**config.mk**
```make
export PLATFORM = sky130hd
export DESIGN_NAME = sd_seq_gen_prog
export DESIGN_NICKNAME = d
export VERILOG_FILES = /design/src/rtl/sd_seq_gen_prog.sv
export SDC_FILE = /design/constraint.sdc
export NUM_CORES = 1
export LEC_CHECK = 0
export BUFFER_PORTS_ARGS = -buffer_cell sky130_fd_sc_hd__buf_4
export CELL_PAD_IN_SITES_DETAIL_PLACEMENT = 2
export CELL_PAD_IN_SITES_GLOBAL_PLACEMENT = 2
export CORE_UTILIZATION = 34
export DETAILED_ROUTE_END_ITERATION = 7
export PLACE_DENSITY_LB_ADDON = 0.08
export SYNTH_ARGS = -nofsm -noshare
export SYNTH_HDL_FRONTEND = slang
export SYNTH_SLANG_ARGS = --single-unit
```
**constraint.sdc**
```tcl
create_clock -name clk -period 5.2 [get_ports clk]
set_input_delay 0.26 -clock clk [delete_from_list [all_inputs] [get_ports clk]]
set_output_delay 0.26 -clock clk [all_outputs]
set_load 0.01 [all_outputs]
```
**src/rtl/sd_seq_gen_prog.sv**
```systemverilog
// sd_seq_gen_prog -- programmable srdy/drdy traffic generator.
//
// Emits a burst of cfg_count words on a srdy/drdy producer port. A gap
// pattern (cfg_pat) decides which slots may carry a valid, and the payload
// is either an incrementing count or a Fibonacci LFSR. The tag field sits
// in the upper bits of every word.
//
// Optional build macro:
//   SD_SEQ_GEN_PROG_XINVAL_EN  drive p_data to X whenever p_srdy is low, so
//                              consumers that sample invalid data are caught.
//                              Undefined (default): p_data always shows
//                              {tag, current payload}.
//
// Ports:
//   clk, reset       posedge clock, synchronous active-high reset
//   start            one-cycle burst request (ignored while running)
//   cfg_count        words in the burst (0 = immediate done, no transfers)
//   cfg_mode         payload mode: 0 = increment, 1 = LFSR
//   cfg_tag          tag placed in p_data[width-1:count_sz]
//   cfg_seed         first payload value (0 becomes 1 in LFSR mode)
//   cfg_pat          srdy pattern, bit i permits a valid in slot i
//   p_srdy/p_drdy    producer valid / consumer ready
//   p_data           {tag, payload}
//   busy             burst in progress
//   done             one-cycle pulse after the final transfer
//   sent             words transferred in the current or last burst
module sd_seq_gen_prog #(
  parameter int width   = 16,
  parameter int tag_sz  = 4,
  parameter int pat_dep = 8,
  parameter logic [width-tag_sz-1:0] lfsr_taps = 'h3
) (
  input  logic                      clk,
  input  logic                      reset,
  input  logic                      start,
  input  logic [31:0]               cfg_count,
  input  logic                      cfg_mode,
  input  logic [tag_sz-1:0]         cfg_tag,
  input  logic [width-tag_sz-1:0]   cfg_seed,
  input  logic [pat_dep-1:0]        cfg_pat,
  output logic                      p_srdy,
  input  logic                      p_drdy,
  output logic [width-1:0]          p_data,
  output logic                      busy,
  output logic                      done,
  output logic [31:0]               sent
);

  localparam int count_sz = width - tag_sz;
  localparam int ptr_w    = (pat_dep > 1) ? $clog2(pat_dep) : 1;

  typedef enum logic {IDLE, RUN} state_t;

  state_t                state;
  logic [count_sz-1:0]   payload;
  logic [ptr_w-1:0]      ptr;
  logic [31:0]           remaining;
  logic                  mode_r;
  logic [tag_sz-1:0]     tag_r;
  logic [pat_dep-1:0]    pat_r;

  logic                  xfer;
  logic                  hold;
  logic [31:0]           rem_next;
  logic [ptr_w-1:0]      ptr_next;

  // One payload step: increment wraps at 2^count_sz, LFSR shifts left
  // with the tap parity entering at the LSB.
  function automatic logic [count_sz-1:0] next_payload(
    input logic [count_sz-1:0] cur,
    input logic                lfsr
  );
    if (lfsr)
      return {cur[count_sz-2:0], ^(cur & lfsr_taps)};
    return cur + count_sz'(1);
  endfunction

  // A zero seed would lock the LFSR at zero forever.
  function automatic logic [count_sz-1:0] fix_seed(
    input logic [count_sz-1:0] seed,
    input logic                lfsr
  );
    if (lfsr && (seed == '0))
      return count_sz'(1);
    return seed;
  endfunction

  assign xfer     = p_srdy & p_drdy;
  assign hold     = p_srdy & ~p_drdy;
  assign rem_next = remaining - {31'd0, xfer};
  assign ptr_next = (ptr == ptr_w'(pat_dep - 1)) ? '0 : ptr + ptr_w'(1);

  always_ff @(posedge clk) begin
    if (reset) begin
      state     <= IDLE;
      p_srdy    <= 1'b0;
      busy      <= 1'b0;
      done      <= 1'b0;
      sent      <= '0;
      payload   <= '0;
      ptr       <= '0;
      remaining <= '0;
      mode_r    <= 1'b0;
      tag_r     <= '0;
      pat_r     <= '0;
    end else begin
      done <= 1'b0;
      case (state)
        IDLE: begin
          if (start) begin
            sent <= '0;
            ptr  <= '0;
            if (cfg_count != 32'd0) begin
              remaining <= cfg_count;
              mode_r    <= cfg_mode;
              tag_r     <= cfg_tag;
              pat_r     <= cfg_pat;
              payload   <= fix_seed(cfg_seed, cfg_mode);
              busy      <= 1'b1;
              state     <= RUN;
            end else begin
              done <= 1'b1;
            end
          end
        end
        RUN: begin
          // A pending valid without ready freezes srdy, data and the slot.
          if (!hold) begin
            if (xfer) begin
              sent    <= sent + 32'd1;
              payload <= next_payload(payload, mode_r);
            end
            remaining <= rem_next;
            ptr       <= ptr_next;
            if (rem_next != 32'd0) begin
              p_srdy <= pat_r[ptr];
            end else begin
              p_srdy <= 1'b0;
              busy   <= 1'b0;
              done   <= 1'b1;
              state  <= IDLE;
            end
          end
        end
        default: state <= IDLE;
      endcase
    end
  end

`ifdef SD_SEQ_GEN_PROG_XINVAL_EN
  assign p_data = p_srdy ? {tag_r, payload} : {width{1'bx}};
`else
  assign p_data = {tag_r, payload};
`endif

endmodule
```
Word-level counts from Yosys, hierarchy flattened
Index checks and enable logic that the tools add are counted.
{ "totals": {"input_bits": 61, "regBits": 96} }
{ "classes": {"eq_ne": 6, "reduce_logical": 12, "bitwise_logic": 5, "magnitude_cmp": 1, "addsub": 4, "muxes": 49} }
{ "ops": {"columns": ["cell", "n"], "rows": [
  ["two-way mux 32 bit", 6],
  ["one-hot mux 32 bit (2 select lines)", 2],
  ["two-way mux 12 bit", 8],
  ["nonzero test 32 bit", 2],
  ["adder 32 x 1 -> 32 bit (second input constant)", 1],
  ["subtractor 32 x 1 -> 32 bit", 1],
  ["two-way mux 1 bit", 24],
  ["one-hot mux 12 bit (2 select lines)", 1],
  ["adder 12 x 1 -> 12 bit (second input constant)", 1],
  ["zero test 12 bit", 1],
  ["parity 12 bit", 1],
  ["two-way mux 3 bit", 3],
  ["AND reduction 3 bit", 3],
  ["!= test 2 bit (second input constant)", 4],
  ["AND reduction 4 bit", 2],
  ["one-hot mux 1 bit (2 select lines)", 3],
  ["one-hot mux 3 bit (2 select lines)", 1],
  ["< comparator 3 x 4 -> 1 bit (second input constant)", 1],
  ["AND reduction 2 bit", 2],
  ["adder 3 x 1 -> 3 bit (second input constant)", 1],
  ["binary-select mux 1 bit (select 3 bit)", 1],
  ["equality test 3 bit (second input constant)", 1],
  ["inverter 1 bit", 3],
  ["bitwise AND 1 bit", 2],
  ["other kinds (2)", 2]
]} }

Logic depth before layout (Yosys ltp)
{ "logic_depth": {"depth_word": 11, "mapped_depth": 11, "ltp_nobuf": 10} }

Worst setup path after synthesis
OpenSTA, ideal clock, no wires.
{ "synth_timing": {"kind": "register to register", "from": "register p_srdy", "to": "register state", "t_arrival_ps": 2692, "n_path_buf": 1, "setup_ps": 135, "path_stages_with_launch": 11, "path_slack_ps": 2373, "cell_sequence": "dfxtp_1 -> and2_1 -> ha_1 -> ha_1 -> or3b_1 -> buf_2 -> nor4b_1 -> xnor2_1 -> nand4_2 -> nor4_4 -> a31oi_1"} }
{ "synth_between": {"elab_chain_len": 6, "elab_cells_between_ends": 7, "classes_between": "add/sub (1); mux (3); bitwise (2); reduce/logical (1)"} }
{ "synth_rtl": {"columns": ["element", "line", "text"], "rows": [
  ["start, declared", "41", "output logic p_srdy,"],
  ["start signal, assigned", "136", "p_srdy <= pat_r[ptr];"],
  ["bitwise AND 1 bit", "88", "assign xfer = p_srdy & p_drdy;"],
  ["subtractor 32 x 1 -> 32 bit", "90", "assign rem_next = remaining - {31'd0, xfer};"],
  ["nonzero test 32 bit", "135", "if (rem_next != 32'd0) begin"],
  ["two-way mux 1 bit", "135", null],
  ["two-way mux 1 bit *", "128", "if (!hold) begin"],
  ["one-hot mux 1 bit (2 select lines) *", "108", "case (state)"],
  ["end signal, assigned", "120", "state <= RUN;"],
  ["end signal, assigned", "141", "state <= IDLE;"],
  ["end signal, assigned", "145", "default: state <= IDLE;"],
  ["end, declared", "54", "state_t state;"]
]} }
Mark *: on every way between the ends. The rest lies on a longest branch, timed or not.
A chain may end at the register's enable or synchronous reset.

Final worst setup path
Same ends and word-level chain as after synthesis.

==> qor.yml <==
layout.nets: 860
dr.pass1.iters: 4
antenna_left: 0
ir_drop_mv: 0.1653
synthesis.nets: 777
crit_type: "register to register"
clockBufferDepth: 2
viasPerCell: 5.586
drc_errors: 0
synthTopCellsByArea: "dfxtp_1 35%, nor2_1 8.3%, a21oi_1 4.7%, nand2_1 4.4%, mux2i_1 4.0%"
fin_util: 0.4267
vias: 5664
clock_latency_ps: 360
postCtsSetupBuffers: 0
post_cts_resize_count: 0
async_flop_share: 0
drive_above_1_share: 0.2018
synth_warnings: 0
hp-class: "input pin to register"
seq_area_frac_synth: 0.3481
path_clk_slew_ps: 80
rows: 46
core_area_sq_um: 15890
worst_ep_arrival_time_ps: 3560
htree_levels: 3
worstPathRequired_ps: 5410
synth_area_leader_cell: "dfxtp_1"
period_minus_slack_ps: 3347
slew_headroom: 0.3098
clock_skew_ps: 8.767
startpoint_type: "register"
fin_crit_sh: 0.6437
grt_pass1_wl_mm: 30.79
cts_made_buffers: 9
grt_max_degree: 70
tns_ps: 0
grt-ovfl-total: 0
leakage_nw: 2.608
maxCapViolCount: 0
port_buffers: 111
clockRootBuffer: "clkbuf_16"
ys_ff_latch: 96
areaGrowthSynthToFinish_pct: 22.77
ioPinCount: 112
cts_tree: "done"
hpwl_mm: 14.00
ys_types: 67
chipHeight_microns: 129.4
fin_hold_ws_ps: 133.9
post_drt_wl_per_cell_microns: 19.02
worst_pin_slew_ps: 1033
hold_buffers: 0
die_area_sq_um: 16750
avgSynthCellArea_sq_um: 7.777
drtIter0Drc: 184
synthCells: 710
diodes: 0
grt_antenna_before_repair: 0
gr-usage-all-layers: 0.2353
synthesis.area_sq_um: 5522
place.gp.congestion: 0.7936
synth-main-ff-cell: "dfxtp_1"
grt_pass1_vias: 5953
synth_top_area_frac: 0.3481
finalPower_mw: 1.899
start_util: 0.3476
final-hold-violation-count: 0
rsz0062_at_grt: "false"
setup_viol: 0
synth_edf_count: 0
status: "completed"
slew_violations: 0
max_freq_mhz: 298.7
cp_max_fo: 11
die_w_microns: 129.4
power_density_nw_per_um2: 280.1
cts_sinks: 96
wirelength_mm: 19.29
cp-end-kind: "register"
==> power breakdown <==
group | leakage, nW | switching (mW) | internal [mW]
combinational | 1.68 | 0.219 | 0.154
clock | 0.148 | 0.332 | 0.351
sequential | 0.785 | 0.0682 | 0.775
==> metal layers <==
metal	share of wire	GRT usage
met5	0	0
met4	0.021	0.09576
met3	0.027	0.02725
met2	0.52	0.4244
met1	0.44	0.2837
==> placed cells by master, fill, tap and decap left out, types with 17 or more instances in the layout <==
| cell type | netlist | layout |
|---|---|---|
| nor2_1 | 122 | 122 |
| buf_4 | 0 | 116 |
| dfxtp_1 | 96 | 95 |
| nand2_1 | 64 | 64 |
| a21oi_1 | 52 | 52 |
| o21ai_0 | 34 | 34 |
| nand3_1 | 24 | 24 |
| mux2i_1 | 22 | 22 |
| nor4_1 | 21 | 21 |
| xnor2_1 | 20 | 20 |
| nor3_1 | 17 | 17 |
==> synth_stat cells (3+ instances only) <==
cell	number
nor2_1	122
dfxtp_1	96
nand2_1	64
a21oi_1	52
clkbuf_1	35
o21ai_0	34
nand3_1	24
mux2i_1	22
nor4_1	21
xnor2_1	20
nor3_1	17
xor2_1	16
a211oi_1	13
inv_1	12
nor2b_1	11
and3_1	10
nand4_1	10
a22oi_1	9
or3_1	9
buf_2	7
a21o_1	6
ha_1	6
nor3_2	6
o31ai_1	6
nand2b_1	5
nand3b_1	5
a311oi_1	4
o211ai_1	4
o21ai_1	4
o22ai_1	4
or4_1	4
a31oi_1	3
and2_1	3
nor4_4	3
==> sequential cells by signal, summed over array words and instances (netlist names), 3 cells and up <==
register,flops
pat_r,8
payload,12
ptr,3
remaining,32
sent,32
tag_r,4
==> logic make-up after synthesis <==
group           count (synthesis)  synth area share
fa+ha+maj                       6           0.01360
buf+inv                        56           0.04101
simple gates                  339            0.3200
xor+xnor                       36           0.05710
compound gates                153            0.1722
flops                          96            0.3481
mux                            24           0.04804
==> final cells by class <==
cell class                      instances  area, sq um
Fill cell                            1844         9106
Multi-Input combinational cell        558         3373
Sequential cell                        96         1923
Timing Repair Buffer                  116        870.8
Tap cell                              216        270.3
Clock buffer                           10        239.0
Clock inverter                          6        57.56
Inverter                               12        45.04
==> critical path: stages, from the launching register on <==
cell and delay (ps):
dfxtp_1 390, and2_1 170, ha_1 210, ha_1 280
or3b_1 590, nor4_2 390, xnor2_1 180, and3_1 210
nand4_2 140, nor4_4 470, a31oi_1 170
==> path summary, 6_finish.rpt <==
kind,start,to,slack (ps),cells past startpoint
setup / recovery,p_srdy,state,1850,10
hold / removal,cfg_tag[0],tag_r[0],130,3
setup reg to reg,p_srdy,state,1850,10
hold reg to reg,pat_r[6],pat_r[6],500,2
==> through the flow <==
step	worst slack (ps)	area [sq um]	instances
after CTS	1874	6779	1014
final	1853	6779	1014
after floorplan	2373	5522	710
after global routing	1645	6779	1014
after detailed placement	1935	6482	998
after global placement	2082	6482	998
(Power assumes the default switching activity.)
